### src/rtl/log2_histogram.sv
`default_nettype none
// ---------------------------------------------------------------------------
// log2_histogram : per-bin histogram of log2 results plus zero/pow2 counts,
//                  dumped on request over valid/ready, then self-cleared.
// Revision       : 1.0
// ---------------------------------------------------------------------------
module log2_histogram #(
  parameter int M     = 3,
  parameter int CNT_W = 16
) (
  input  logic             clk,
  input  logic             rst,
  input  logic             in_vld,
  input  logic [M-1:0]     in_log2,
  input  logic             in_pow2,
  input  logic             dump_req,
  input  logic             out_ready,
  output logic             out_valid,
  output logic [M:0]       out_idx,
  output logic [CNT_W-1:0] out_count,
  output logic             out_last,
  output logic             busy,
  output logic             lost
);

  localparam int               NB       = 1 << M;
  localparam logic [M:0]       ZERO_IDX = (M+1)'(NB);
  localparam logic [M:0]       LAST_IDX = (M+1)'(NB + 1);
  localparam logic [CNT_W-1:0] CNT_MAX  = '1;

  typedef enum logic [1:0] {
    S_IDLE  = 2'd0,
    S_DUMP  = 2'd1,
    S_CLEAR = 2'd2
  } state_t;

  state_t           state_q, state_d;
  logic [M:0]       idx_q, idx_d;
  logic [CNT_W-1:0] bin_q [NB];
  logic [CNT_W-1:0] bin_d [NB];
  logic [CNT_W-1:0] zero_q, zero_d;
  logic [CNT_W-1:0] pow2_q, pow2_d;
  logic             lost_q, lost_d;
  logic             is_zero;
  logic [CNT_W-1:0] sel_count;

  assign is_zero = (in_log2 == '0) && !in_pow2;

  always_comb begin
    state_d = state_q;
    idx_d   = idx_q;
    bin_d   = bin_q;
    zero_d  = zero_q;
    pow2_d  = pow2_q;
    lost_d  = lost_q;
    case (state_q)
      S_IDLE: begin
        if (in_vld) begin
          // Saturating counters: hold at max and flag the loss.
          if (is_zero) begin
            if (zero_q == CNT_MAX) lost_d = 1'b1;
            else                   zero_d = zero_q + 1'b1;
          end else begin
            if (bin_q[in_log2] == CNT_MAX) lost_d = 1'b1;
            else                           bin_d[in_log2] = bin_q[in_log2] + 1'b1;
          end
          if (in_pow2) begin
            if (pow2_q == CNT_MAX) lost_d = 1'b1;
            else                   pow2_d = pow2_q + 1'b1;
          end
        end
        if (dump_req) begin
          state_d = S_DUMP;
          idx_d   = '0;
        end
      end
      S_DUMP: begin
        if (in_vld) lost_d = 1'b1;
        if (out_ready) begin
          if (idx_q == LAST_IDX) state_d = S_CLEAR;
          else                   idx_d   = idx_q + 1'b1;
        end
      end
      S_CLEAR: begin
        for (int i = 0; i < NB; i++) bin_d[i] = '0;
        zero_d  = '0;
        pow2_d  = '0;
        // A sample dropped in the clear cycle is still reported.
        lost_d  = in_vld;
        idx_d   = '0;
        state_d = S_IDLE;
      end
      default: begin
        state_d = S_IDLE;
        idx_d   = '0;
      end
    endcase
  end

  always_ff @(posedge clk or negedge rst) begin
    if (!rst) begin
      state_q <= S_IDLE;
      idx_q   <= '0;
      zero_q  <= '0;
      pow2_q  <= '0;
      lost_q  <= 1'b0;
      for (int i = 0; i < NB; i++) bin_q[i] <= '0;
    end else begin
      state_q <= state_d;
      idx_q   <= idx_d;
      zero_q  <= zero_d;
      pow2_q  <= pow2_d;
      lost_q  <= lost_d;
      bin_q   <= bin_d;
    end
  end

  always_comb begin
    sel_count = '0;
    if (idx_q < ZERO_IDX)       sel_count = bin_q[idx_q[M-1:0]];
    else if (idx_q == ZERO_IDX) sel_count = zero_q;
    else                        sel_count = pow2_q;
  end

  assign out_valid = (state_q == S_DUMP);
  assign out_idx   = idx_q;
  assign out_count = out_valid ? sel_count : '0;
  assign out_last  = out_valid && (idx_q == LAST_IDX);
  assign busy      = (state_q == S_DUMP) || (state_q == S_CLEAR);
  assign lost      = lost_q;

endmodule
`default_nettype wire

### config.mk
export PLATFORM = sky130hd
export DESIGN_NAME = log2_histogram
export DESIGN_NICKNAME = d
export VERILOG_FILES = /design/src/rtl/log2_histogram.sv
export SDC_FILE = /design/constraint.sdc
export NUM_CORES = 1
export LEC_CHECK = 0
export CAP_MARGIN = 15
export CORE_AREA = 10 10 141 143
export CTS_BUF_LIST = sky130_fd_sc_hd__clkbuf_16
export CTS_CLUSTER_SIZE = 16
export DETAILED_ROUTE_END_ITERATION = 10
export DIE_AREA = 0 0 151 153
export PLACE_DENSITY_LB_ADDON = 0.25
export SETUP_SLACK_MARGIN = 0.02
export SKIP_LAST_GASP = 1
export SYNTH_ARGS = -nofsm -noshare
export SYNTH_HDL_FRONTEND = slang
export SYNTH_SLANG_ARGS = --single-unit
### constraint.sdc
create_clock -name clk -period 3.6 [get_ports clk]
set_input_delay 0.54 -clock clk [delete_from_list [all_inputs] [get_ports clk]]
set_output_delay 0.54 -clock clk [all_outputs]
set_load 0.005 [all_outputs]
[Word-level counts from Yosys, hierarchy flattened]
Index checks and enable logic that the tools add are counted.
Widths: inputs -> output; s select.
Cells by class
  muxes and demuxes: 40
  add/sub/neg operators: 4
  reduce and logical (&&, ||, !) cells: 15
  eq/ne operators: 19
  bitwise gates (word level): 2
  $lt $le $gt $ge: 4
Operators with widths (number)
  $mux 128: 3
  $pmux 128 s2: 1
  $mux 16: 14
  $bwmux 128: 1
  $bmux 16 s3: 2
  $pmux 16 s2: 2
  $add 16x1->16 const B: 3
  $demux 16 s3: 1
  $eq 16x16->1 const B: 3
  $ne 2x2->1 const B: 11
  $mux 4: 3
  $reduce_and 4->1: 3
  $reduce_and 3->1: 3
  $eq 4x4->1 const B: 2
  $ge 4x4->1 const B: 2
  $not 3->4: 2
  $pmux 4 s2: 1
  $mux 1: 7
  $mux 2: 3
  $add 4x1->4 const B: 1
  $lt 4x1->1 const B: 1
  $lt 4x4->1 const B: 1
  $pmux 2 s2: 1
  $logic_and 1x1->1: 3
  other kinds (10): 10
Word-level totals
  word-level logic and storage cells: 97
  input port bits: 9
  output and inout port bits: 24
  flip-flop bits (word level): 167

[Logic depth before layout (Yosys ltp)]
  depth in word-level cells: 11
  mapped depth: 16
  mapped depth without buffers: 9

[Worst setup path before layout]
OpenSTA, ideal clock, no wires.
  kind: input port to flip-flop
  from: input in_log2[0]
  to: register bin_q[2] (netlist bit)
  setup slack: 192 ps
  data required time: 3479 ps
  library setup time: 121 ps
  stages on the path: 15
  path buffers: 6
  arrival: 3287 ps
  cells stage by stage: buf_6 buf_6 buf_4 buf_4 mux2i_1 o22ai_1 or3_1 ha_1 nand4_1 nor2_1 and4_4 buf_6 o41a_4 buf_6 a22o_1
On the way
  cells in the longest elaborated chain, start to end: 10
  elaborated cells on any way between the ends: 21
  classes of those cells: add/sub (1); order compare (2); eq/ne (3); mux (10); bitwise (1); reduce/logical (4)
Ends and longest elaborated chain
  start: declaration: line 14  | input logic [M-1:0] in_log2,
  $not 3->4 (implied by the code): line 64, 65
  $bmux 16 s3 (tied with other cells): line 64, 65
  $mux 16 (implied by the code) / $logic_and 1x1->1 (equally long branches): line 64, 65
  $mux 16, on equally long branches: line 64, 65
  $add 16x1->16 / $demux 16 s3 (equally long branches): line 65  | else bin_d[in_log2] = bin_q[in_log2] + 1'b1;
  $bwmux 128: line 65
  $mux 128: line 64  | if (bin_q[in_log2] == CNT_MAX) lost_d = 1'b1;
  $mux 128: line 60  | if (is_zero) begin
  $mux 128: line 58  | if (in_vld) begin
  $pmux 128 s2: line 56  | case (state_q)
  end signal: assignment: line 114  | bin_q <= bin_d;
  end: declaration: line 39  | logic [CNT_W-1:0] bin_q [NB];
Parallel ways exist; a longest one is shown, timed or not. The select of a mux whose other input is x is not followed.
A chain may end at the register's enable or synchronous reset.

[Worst setup path in the final report]
  from: register idx_q[0] (netlist: out_idx[0])
  to: output out_count[13]
On the way
  cells in the longest elaborated chain, start to end: 6
  elaborated cells on any way between the ends: 9
  classes of those cells: order compare (1); eq/ne (1); mux (6); bitwise (1)
Ends and longest elaborated chain
  start: declaration: line 38  | logic [M:0] idx_q, idx_d;
  start signal: assignment: line 110  | idx_q <= idx_d;
  $not 3->4 (implied by the code): line 120  | if (idx_q < ZERO_IDX) sel_count = bin_q[idx_q[M-1:0]];
  $bmux 16 s3: line 120
  $mux 16 (implied by the code) (2 in series): line 120
  $mux 16 (*): line 120
  $mux 16 (*): line 127  | assign out_count = out_valid ? sel_count : '0;
  end: declaration: line 20  | output logic [CNT_W-1:0] out_count,
Mark *: on every way between the ends. The rest lies on a longest branch, timed or not. The select of a mux whose other input is x is not followed.

==> flow_metrics.py <==
metrics = {
    "status": {
        "outcome": "finished, final reports clean",
    },
    "clocking": {
        "clock-sinks": 167,
        "cts_tree": "built",
        "clk_root_buffer_cell": "clkbuf_16",
        "clkSlewWorstSetupHoldPaths_ns": 0.08,
        "clockBufferDepth": 2,
        "worstSkewPairLatency_ns": 0.45,
        "numCtsBuffers": 17,
        "htree_levels": 4,
        "cts_hold_buf": 0,
    },
    "floorplanning": {
        "core_mm2": 0.0171,
        "rows": 48,
        "die-area_mm2": 0.0231,
        "dieWidth_um": 151,
        "initial_core_util_pct": 61.5,
        "dieHeight_um": 153,
        "ioPinCount": 33,
    },
    "hold_path": {
        "hold_path.class": "in2async",
    },
    "critical_path": {
        "critPathArrivalTime_ns": 2.91,
        "crit_buf_inv": 2,
        "path_max_fanout": 17,
        "end_kind": "primary output",
        "critical_path_class": "reg2out",
        "cp_data_required_time_ns": 3.06,
        "start_kind": "flip-flop",
        "crit_slowest_cell": "dfrtp_2",
        "crit_path_frequent_cell": "a211oi_1",
        "cpLargestDelayFamily": "buffers and inverters",
        "path_cells": "buf_12 -> mux4_2 -> nor2b_1 -> a211oi_1 -> a211oi_1 -> clkdlybuf4s50_1",
        "cp_slowest_stage_delay_ns": 0.50,
    },
    "timing": {
        "setup-violations-final": 0,
        "maxSlewViolCount": 0,
        "max_slew_margin_pct": 47.5,
        "worst_slew_pin_slew_ns": 0.787,
        "hold_violations": 0,
        "fin_crit_ns": 3.45,
        "fin_hold_ws_ns": 0.0445,
        "clock_skew_ns": 0.0133,
        "worst_slack_ns": 0.154,
        "max_freq_mhz": 290,
        "rsz0062_at_grt": "no",
        "timing.final.crit_share_pct": 95.7,
        "fin_tns_setup_ns": 0,
    },
    "synth": {
        "ys_types": 74,
        "syn_area_mm2": 0.0105,
        "syn-num-nets": 986,
        "synth_area_leaders": "dfrtp_1 (40%), mux4_2 (10%), o211ai_1 (5.4%)",
        "syn_inst": 968,
        "syn_avg_cell_area_um2": 10.8,
        "yosys_warnings": 0,
        "synthFlopType": "dfrtp_1",
        "synth-async-reset-ratio_pct": 100,
        "synth-seq-cells": 167,
        "yosysTopAreaCell": "dfrtp_1",
        "synth_edf_count": 0,
        "ys_seq_area_share_pct": 39.8,
        "yosys.area.top_type_share_pct": 39.8,
    },
    "finish": {
        "drive_gt1_share_pct": 19.4,
        "fillers": 1262,
        "area_delta_synth_final_pct": 13.1,
        "final_area_mm2": 0.0119,
        "seqCellArea_mm2": 0.00418,
        "multi_input_area_mm2": 0.00584,
        "final_cells": 1245,
        "final_util_pct": 69.6,
        "final_nets": 1023,
        "final_cell_mix": "dfrtp_1 (166), o211ai_1 (76), buf_4 (66)",
        "layout_commonest_cell": "dfrtp_1",
    },
    "drt": {
        "ant_nets": 0,
        "drc": 0,
        "dr.pass1.iters": 6,
        "met3_length_um": 3350,
        "drt-initial-drc-count": 1143,
        "wl_um": 33300,
        "vias": 9197,
        "met2_length_um": 15600,
        "via_per_inst": 7.39,
        "top_layer": "met4",
        "wirelength_met1_um": 12900,
        "wire_per_inst_um": 26.8,
    },
    "placed_design": {
        "dpl_cell_area_mm2": 0.0113,
        "pre_cts_slack_ns": 0.110,
        "hpwl_um": 22400,
        "gp_congestion": 0.958,
        "numPortBuffers": 32,
        "dp.cells": 1211,
    },
    "flow_run": {
        "cap_violations": 0,
    },
    "grt": {
        "grt_pass1_vias": 9022,
        "grt_pass1_wl_um": 52300,
        "grt_overflow": 0,
        "grt_start_max_net_pins": 66,
        "antenna_found_initial": 2,
        "grt_use_total_pct": 28.9,
    },
    "power_and_ir_drop": {
        "report.power.total_mw": 7.40,
        "cellPowerDensity_mw_per_mm2": 623,
        "ir_drop_v": 0.000638,
        "leakage_nw": 4.83,
    },
}
flip-flops by register name (all words and copies together) (netlist names):
register and cells:
out_idx 4, zero_q 16, lost 1, pow2_q 16, bin_q 128, state_q 2
per-layer routing:
layer  GRT usage (%)  vias up
met5               0        -
met4            12.9        0
met3            6.52      131
met2            44.4      605
met1            38.1     4573
li1                -     3888
worst paths after layout:
| kind | start | to | slack (ns) | depth (start not counted) |
|---|---|---|---|---|
| worst max-delay path | out_idx[0] | out_count[13] | 0.15 | 6 |
| worst min-delay path | rst | pow2_q[9] | 0.04 | 1 |
| worst max register to register | bin_q[80] | bin_q[86] | 0.56 | 9 |
| worst min register to register | zero_q[10] | zero_q[10] | 0.51 | 1 |
| max in group asynchronous | rst | bin_q[88] | 2.75 | 2 |
| min in group clk | zero_q[10] | zero_q[10] | 0.51 | 1 |
cells in the mapped netlist (9+ instances only):
cell         n
nor3_1      12
a211oi_1    33
buf_4       11
clkbuf_1    49
nand3_1     56
nand4_1     17
dfrtp_1    167
nor2_1      30
xnor2_1     14
a21oi_1     19
ha_1         9
o2bb2ai_1   37
nand2_1     52
o211ai_1    76
o21ai_0     32
xor2_1      15
and2_1      14
nor2b_1     24
buf_2       16
a22o_1      62
nand2b_1     9
and3_1       9
mux2i_1     38
mux4_2      48
where the power goes:
group          switching, mW  internal (mW)  leakage (nW)  total [mW]
clock                  0.874          0.910         0.276        1.78
combinational           1.56           1.38          2.41        2.94
sequential             0.409           2.27          2.15        2.68
worst reg2reg max path, stage by stage (launching register included):
cell and delay, ns:
dfrtp_1 0.42, nand2b_1 0.07, mux4_2 0.50, o21ai_1 0.18, ha_1 0.25, nand4_1 0.19
or3_1 0.43, xor2_1 0.63, nand3_1 0.19, nand3_1 0.11
cell type report:
cell class | instances | area share (%)
Tap cell | 225 | 2.37
Timing Repair Buffer | 106 | 8.10
Sequential cell | 167 | 35.2
Multi-Input combinational cell | 701 | 49.2
Clock buffer | 17 | 3.58
Inverter | 12 | 0.379
Clock inverter | 15 | 1.14
Antenna cell | 2 | 0.0422
logic make-up after synthesis:
logic type / synth area share, %
buffers and inverters: 4.73
AOI/OAI and AO/OA: 22.7
adders and majority gates: 1.07
DFF: 39.8
xor gates and xnor gates: 2.42
muxes: 14.7
and+or+nand+nor: 14.5
repair_timing:
action                                  in CTS  in global routing
resized for setup                            0                  4
setup buffers                                0                  0
endpoints found under the setup margin       0                  4
Power figures use the tool's default switching activity.
